### src/rtl/soc_bus_if.sv
// Bus bundle between the hs32 CPU external port, the interconnect and the SoC slaves.
// The master modport is the CPU's view, the slave modport a slave's view, and ic is
// the view of the interconnect that sits between them.
interface soc_bus_if #(
    parameter int NSLAVES = 4,
    parameter int AW      = 32,
    parameter int DW      = 32
);
    logic [AW-1:0]         m_addr;
    logic                  m_rw;
    logic [DW-1:0]         m_dwrite;
    logic                  m_valid;
    logic [DW-1:0]         m_dread;
    logic                  m_ready;
    logic                  m_err;

    logic [AW-1:0]         s_addr;
    logic                  s_rw;
    logic [DW-1:0]         s_dwrite;
    logic [NSLAVES-1:0]    s_valid;
    logic [NSLAVES-1:0]    s_ready;
    logic [NSLAVES*DW-1:0] s_dread;

    modport master (
        output m_addr, m_rw, m_dwrite, m_valid,
        input  m_dread, m_ready, m_err
    );

    modport slave (
        input  s_addr, s_rw, s_dwrite, s_valid,
        output s_ready, s_dread
    );

    modport ic (
        input  m_addr, m_rw, m_dwrite, m_valid,
        output m_dread, m_ready, m_err,
        output s_addr, s_rw, s_dwrite, s_valid,
        input  s_ready, s_dread
    );
endinterface

### src/rtl/soc_bus_ic.sv
// Single-master, N-slave interconnect: decodes the top address bits into a slave
// select, registers the request onto the shared slave bus, and returns read data.
// Unmapped addresses and slaves that never answer are completed with m_err and
// ERR_DATA so the CPU can never stall forever on the bus.
//
// state  | meaning
// IDLE   | waiting for m_valid
// REQ    | s_valid held to the selected slave, watchdog running
// RESP   | m_ready pulse, normal completion
// ERR    | m_ready + m_err pulse, decode error or watchdog timeout
module soc_bus_ic #(
    parameter int            NSLAVES  = 4,
    parameter int            AW       = 32,
    parameter int            DW       = 32,
    parameter int            SEL_W    = 2,
    parameter int            TIMEOUT  = 255,
    parameter logic [DW-1:0] ERR_DATA = DW'(32'hDEADBEEF)
) (
    input  logic       clk,
    input  logic       reset_n,
    soc_bus_if.ic      bus,
    output logic [7:0] err_count
);
    localparam logic [1:0] S_IDLE = 2'd0;
    localparam logic [1:0] S_REQ  = 2'd1;
    localparam logic [1:0] S_RESP = 2'd2;
    localparam logic [1:0] S_ERR  = 2'd3;

    // A zero TIMEOUT still needs a legal (unused) one-bit counter.
    localparam int              WD_W   = (TIMEOUT > 0) ? $clog2(TIMEOUT + 1) : 1;
    localparam logic [WD_W-1:0] WD_MAX = WD_W'(TIMEOUT);

    logic [1:0]         state;
    logic [NSLAVES-1:0] valid_q;
    logic               ready_q;
    logic               err_q;
    logic [DW-1:0]      dread_q;
    logic [AW-1:0]      addr_q;
    logic               rw_q;
    logic [DW-1:0]      wdata_q;
    logic [7:0]         err_cnt_q;
    logic [WD_W-1:0]    wdog;

    logic [SEL_W-1:0]   sel_in;
    logic               mapped;
    logic [NSLAVES-1:0] sel_onehot;
    logic               hit;
    logic               timed_out;
    logic [DW-1:0]      rdata_sel;

    assign sel_in     = bus.m_addr[AW-1 -: SEL_W];
    assign mapped     = (int'(sel_in) < NSLAVES);
    assign sel_onehot = NSLAVES'(1) << sel_in;
    // valid_q is one-hot on the selected slave, so ready bits of other slaves drop out here.
    assign hit        = |(bus.s_ready & valid_q);
    assign timed_out  = (TIMEOUT != 0) && (wdog == WD_MAX);

    // Read-data mux keyed on the one-hot select held in valid_q.
    always_comb begin
        rdata_sel = '0;
        for (int k = 0; k < NSLAVES; k++) begin
            if (valid_q[k]) begin
                rdata_sel = bus.s_dread[k*DW +: DW];
            end
        end
    end

    // Transaction FSM; every bus output is a flop so nothing combinational reaches the ports.
    always_ff @(posedge clk or negedge reset_n) begin
        if (!reset_n) begin
            state     <= S_IDLE;
            valid_q   <= '0;
            ready_q   <= 1'b0;
            err_q     <= 1'b0;
            dread_q   <= '0;
            addr_q    <= '0;
            rw_q      <= 1'b0;
            wdata_q   <= '0;
            err_cnt_q <= '0;
            wdog      <= '0;
        end else begin
            ready_q <= 1'b0;
            err_q   <= 1'b0;
            case (state)
                S_IDLE: begin
                    if (bus.m_valid) begin
                        addr_q  <= bus.m_addr;
                        rw_q    <= bus.m_rw;
                        wdata_q <= bus.m_dwrite;
                        wdog    <= '0;
                        if (mapped) begin
                            valid_q <= sel_onehot;
                            state   <= S_REQ;
                        end else begin
                            ready_q <= 1'b1;
                            err_q   <= 1'b1;
                            dread_q <= ERR_DATA;
                            if (err_cnt_q != 8'hFF) err_cnt_q <= err_cnt_q + 8'd1;
                            state   <= S_ERR;
                        end
                    end
                end
                S_REQ: begin
                    // A slave answer in the watchdog's last cycle still completes normally.
                    if (hit) begin
                        valid_q <= '0;
                        ready_q <= 1'b1;
                        dread_q <= rdata_sel;
                        state   <= S_RESP;
                    end else if (timed_out) begin
                        valid_q <= '0;
                        ready_q <= 1'b1;
                        err_q   <= 1'b1;
                        dread_q <= ERR_DATA;
                        if (err_cnt_q != 8'hFF) err_cnt_q <= err_cnt_q + 8'd1;
                        state   <= S_ERR;
                    end else if (wdog != WD_MAX) begin
                        wdog <= wdog + 1'b1;
                    end
                end
                S_RESP, S_ERR: begin
                    state <= S_IDLE;
                end
                default: begin
                    state <= S_IDLE;
                end
            endcase
        end
    end

    assign bus.m_ready  = ready_q;
    assign bus.m_err    = err_q;
    assign bus.m_dread  = dread_q;
    assign bus.s_addr   = addr_q;
    assign bus.s_rw     = rw_q;
    assign bus.s_dwrite = wdata_q;
    assign bus.s_valid  = valid_q;
    assign err_count    = err_cnt_q;
endmodule

### src/flat_wrapper.sv
// flat-port wrapper written by rule: the top's interface ports become plain ports
module soc_bus_ic_flat 
#(
    parameter int            NSLAVES  = 4,
    parameter int            AW       = 32,
    parameter int            DW       = 32,
    parameter int            SEL_W    = 2,
    parameter int            TIMEOUT  = 255,
    parameter logic [DW-1:0] ERR_DATA = DW'(32'hDEADBEEF)
)
  (clk, reset_n, err_count, bus_m_addr, bus_m_rw, bus_m_dwrite, bus_m_valid, bus_m_dread, bus_m_ready, bus_m_err, bus_s_addr, bus_s_rw, bus_s_dwrite, bus_s_valid, bus_s_ready, bus_s_dread);
  soc_bus_if #(.NSLAVES(NSLAVES), .AW(AW), .DW(DW)) bus_i ();
  input  logic clk;
  input  logic reset_n;
  output logic [7:0] err_count;
  input wire logic [$bits(bus_i.m_addr)-1:0] bus_m_addr;
  input wire logic [$bits(bus_i.m_rw)-1:0] bus_m_rw;
  input wire logic [$bits(bus_i.m_dwrite)-1:0] bus_m_dwrite;
  input wire logic [$bits(bus_i.m_valid)-1:0] bus_m_valid;
  output wire logic [$bits(bus_i.m_dread)-1:0] bus_m_dread;
  output wire logic [$bits(bus_i.m_ready)-1:0] bus_m_ready;
  output wire logic [$bits(bus_i.m_err)-1:0] bus_m_err;
  output wire logic [$bits(bus_i.s_addr)-1:0] bus_s_addr;
  output wire logic [$bits(bus_i.s_rw)-1:0] bus_s_rw;
  output wire logic [$bits(bus_i.s_dwrite)-1:0] bus_s_dwrite;
  output wire logic [$bits(bus_i.s_valid)-1:0] bus_s_valid;
  input wire logic [$bits(bus_i.s_ready)-1:0] bus_s_ready;
  input wire logic [$bits(bus_i.s_dread)-1:0] bus_s_dread;
  assign bus_i.m_addr = bus_m_addr;
  assign bus_i.m_rw = bus_m_rw;
  assign bus_i.m_dwrite = bus_m_dwrite;
  assign bus_i.m_valid = bus_m_valid;
  assign bus_m_dread = bus_i.m_dread;
  assign bus_m_ready = bus_i.m_ready;
  assign bus_m_err = bus_i.m_err;
  assign bus_s_addr = bus_i.s_addr;
  assign bus_s_rw = bus_i.s_rw;
  assign bus_s_dwrite = bus_i.s_dwrite;
  assign bus_s_valid = bus_i.s_valid;
  assign bus_i.s_ready = bus_s_ready;
  assign bus_i.s_dread = bus_s_dread;
  soc_bus_ic #(.NSLAVES(NSLAVES), .AW(AW), .DW(DW), .SEL_W(SEL_W), .TIMEOUT(TIMEOUT), .ERR_DATA(ERR_DATA)) u_core (.clk(clk), .reset_n(reset_n), .bus(bus_i), .err_count(err_count));
endmodule
### config.mk
export PLATFORM = sky130hd
export DESIGN_NAME = soc_bus_ic_flat
export DESIGN_NICKNAME = d
export VERILOG_FILES = /design/src/rtl/soc_bus_if.sv /design/src/rtl/soc_bus_ic.sv /design/src/flat_wrapper.sv
export SDC_FILE = /design/constraint.sdc
export NUM_CORES = 1
export LEC_CHECK = 0
export CAP_MARGIN = 0
export CELL_PAD_IN_SITES_DETAIL_PLACEMENT = 1
export CELL_PAD_IN_SITES_GLOBAL_PLACEMENT = 2
export CORE_MARGIN = 4
export CORE_UTILIZATION = 21
export CTS_BUF_LIST = sky130_fd_sc_hd__clkbuf_16
export CTS_CLUSTER_SIZE = 28
export DETAILED_ROUTE_END_ITERATION = 8
export GPL_TIMING_DRIVEN = 0
export PLACE_DENSITY_LB_ADDON = 0.1
export SYNTH_ARGS = -nofsm -noshare
export SYNTH_HDL_FRONTEND = slang
export SYNTH_SLANG_ARGS = --single-unit
### constraint.sdc
create_clock -name clk -period 2.4 [get_ports clk]
set_input_delay 0.48 -clock clk [delete_from_list [all_inputs] [get_ports clk]]
set_output_delay 0.48 -clock clk [all_outputs]
set_load 0.01 [all_outputs]
==> impl_metrics.json <==
{
  "crit_top_cell": "clkbuf_1",
  "drtAntennaViolNets": 0,
  "synth_top_cell_area_share": 0.5343,
  "clock_sinks": 121,
  "powerDensity_nw_per_um2": 1259,
  "routedWlPerCell_microns": 19.85,
  "grt_pass1_wl_microns": 37540,
  "yosysTopAreaCell": "dfrtp_1",
  "async_flop_share": 1.000,
  "power_frac_seq": 0.277,
  "grt_usage": 0.1648,
  "pwr-share-clk": 0.216,
  "synth-edff-count": 0,
  "io_pins": 311,
  "swShare": 0.3846,
  "fin_crit_sh": 0.8369,
  "synthFlopType": "dfrtp_1",
  "postCtsSetupBuffers": 0,
  "setup_viol": 0,
  "hold_violations": 0,
  "root_buffer": "clkbuf_16",
  "finClkSkew_ps": 15.48,
  "synth_area_sq_um": 5667,
  "vias": 5902,
  "design.core.area_sq_um": 26280,
  "grt_overflow": 0,
  "clk_pin_slew_ps": 70,
  "maxCapViolations": 0,
  "syn_nets": 808,
  "placedCellCount": 1252,
  "fp.dieArea_sq_um": 29680,
  "max_stage_delay_ps": 480,
  "cpMaxStageDelayCell": "clkbuf_1",
  "ir_worst_vdd_uv": 456.7,
  "fin_cells": 1283,
  "design_area_sq_um": 9814,
  "finalMaxSlewViolations": 0,
  "outcome": "completed",
  "syn_avg_cell_area_sq_um": 9.351,
  "drt-pass1-iter-count": 4,
  "drive_gt1_frac": 0.05485,
  "h-tree-depth": 4,
  "grt_start_max_net_pins": 62,
  "internal_power_w": 0.007607,
  "io_buffer_count": 310,
  "power_frac_comb": 0.507,
  "cts.path.max_buffers": 2,
  "nets": 1138,
  "die_y_microns": 172.3,
  "crit_chain": "clkbuf_1 -> clkbuf_1 -> a221oi_1 -> o31ai_1 -> o22a_1",
  "place.gp.congestion": 0.9007,
  "p_leak_nw": 4.146,
  "switchingPower_w": 0.004753,
  "crit_type": "register to register",
  "holdWs_ps": 23.07,
  "start_util": 0.2156,
  "holdBufCountCts": 0,
  "clk_latency_ps": 420,
  "cp_max_fo": 10,
  "drtIter0Drc": 193,
  "r2r_setup_slack_ps": 390,
  "n_antenna_cell": 0,
  "syn2layout_area_growth_pct": 73.19,
  "worstPathRequired_ps": 2750,
  "hp-class": "input port to asynchronous set/reset pin",
  "slew_headroom": 0.5616,
  "rsz0062_at_grt": "no",
  "ys_seq_area_frac": 0.5343,
  "grt_pass1_vias": 6419,
  "die_x_microns": 172.3,
  "synth_cell_types": 50,
  "worstMarginPinSlew_ps": 657.7,
  "drc": 0,
  "dpl.hpwl_microns": 19960,
  "vias_per_cell": 4.600,
  "arrival_ps": 2360,
  "synth_area_leaders": "dfrtp_1 (53%), nand2_1 (16%), a221oi_1 (4.9%)",
  "finalCriticalPeriod_ps": 2009,
  "p_total_w": 0.01236,
  "synth_seq_cells": 121,
  "cts.repair.resized": 0,
  "max_freq_mhz": 497.9,
  "antenna_found_initial": 3,
  "end_kind": "register",
  "cts_tree": "yes",
  "cts_made_buffers": 17,
  "num_rows": 59,
  "ys_warn_count": 0,
  "synthCells": 606,
  "wirelength_microns": 25460,
  "place_area_sq_um": 9218,
  "cp-start-kind": "register"
}
final cells by class:
type	instances	area, sq um
plain buffers	45	180.2
clock buffers	17	425.4
clock inverters	14	171.4
fillers	2993	16470
inverters	5	18.77
multi-input cells	435	2440
flip-flops and latches	121	3028
well taps	335	419.2
repair buffers	311	3132
power groups by stage:
stage	Combinational (W)	Clock (W)	Sequential (W)
after floorplan	0.00275	0	0.00378
after global placement	0.00629	0	0.00341
after detailed placement	0.00639	0	0.00346
after CTS	0.00644	0.00275	0.00344
after global routing	0.00689	0.00284	0.00354
final	0.00627	0.00267	0.00342
critical path, delay by kind of cell, from the launching register on:
kind / cells / cell delay (ps)
AO/OA/AOI/OAI: 3 / 650
buffers and inverters: 2 / 890
flip-flops: 1 / 390
per-stage QoR:
step	utilization	setup WS, ps	TNS, ps
3_3_place_gp	0.3496	-4408	-533220
2_1_floorplan	-	660.9	0
3_5_place_dp	0.3507	-39.27	-626.1
5_1_grt	0.3735	167.5	0
6_report	0.3735	391.5	0
4_1_cts	0.3735	280.6	0
per-layer routing:
layer  global-route usage  share of wire  vias up  routed length [microns]
met2               0.2836           0.49      218                    12380
met1               0.1877           0.40     2864                    10190
li1                     -              -     2779                        -
met5                    0         0.0016        -                       42
met3              0.06996          0.094       35                     2387
met4              0.04682          0.018        6                      471
cell families (layout without fill, tap and decap cells):
family                     count (synthesis)  in the layout  synth area share
buffers and inverters                     50            392           0.03511
adders and majority gates                  2              2          0.004415
xor gates and xnor gates                   6              6          0.009273
and+or+nand+nor                          300            300            0.2290
muxes                                      4              4          0.008389
AOI/OAI and AO/OA                        123            123            0.1795
DFF                                      121            121            0.5343
final timing paths:
| check | cells past startpoint | start | to |
|---|---|---|---|
| max | 5 | u_core.bus.s_valid[2] | u_core.bus.m_dread[26] |
| min | 1 | reset_n | u_core.bus.m_dread[11] |
| max reg2reg | 5 | u_core.bus.s_valid[2] | u_core.bus.m_dread[26] |
| min reg2reg | 2 | u_core.bus.s_addr[25] | u_core.bus.s_addr[25] |
| max in group asynchronous | 2 | reset_n | u_core.bus.s_addr[2] |
| min in group clk | 2 | u_core.bus.s_addr[25] | u_core.bus.s_addr[25] |
flip-flops by register name (all words and copies together), names as in the netlist:
name,count
u_core.bus.s_dwrite,32
u_core.state,2
u_core.err_count,8
u_core.bus.s_valid,4
u_core.bus.s_rw,1
u_core.wdog,8
u_core.bus.m_dread,32
u_core.bus.s_addr,32
u_core.bus.m_err,1
u_core.bus.m_ready,1
cell usage after synthesis (2+ instances only):
cell / count
a22o_1: 8
or3_1: 2
xor2_1: 4
ha_1: 2
clkbuf_1: 35
o21ai_0: 4
dfrtp_1: 121
buf_2: 9
nor4_1: 4
nand2b_1: 3
o31ai_1: 34
nand3_1: 2
nor3_1: 5
a32o_1: 4
a221oi_1: 32
xnor2_1: 2
nand2_1: 235
nor2b_1: 33
o22a_1: 24
nand4_1: 3
nor2_1: 3
a31o_2: 3
o211ai_1: 4
inv_1: 4
cell usage in the layout, fill, tap and decap left out, drive strengths merged, types with 2 or more instances in the layout:
master         netlist  final
clkbuf              35     52
nor4                 5      5
a221oi              32     32
ha                   2      2
o211ai               4      4
xor2                 4      4
inv                  5      9
o31ai               34     34
nor3                 5      5
bufinv               0      3
a22oi                2      2
nand4                3      3
dfrtp              121    121
nand3                4      4
xnor2                2      2
clkdlybuf4s50        0    309
nand2b               3      3
nor2b               33     33
o22a                24     24
a22o                 8      8
clkinv               0      6
buf                 10     12
or3                  2      2
nor2                 4      4
nand2              235    235
a31o                 4      4
a32o                 4      4
o21ai                5      5
mux2                 3      3
No activity file was read; power rests on OpenSTA's default activity.
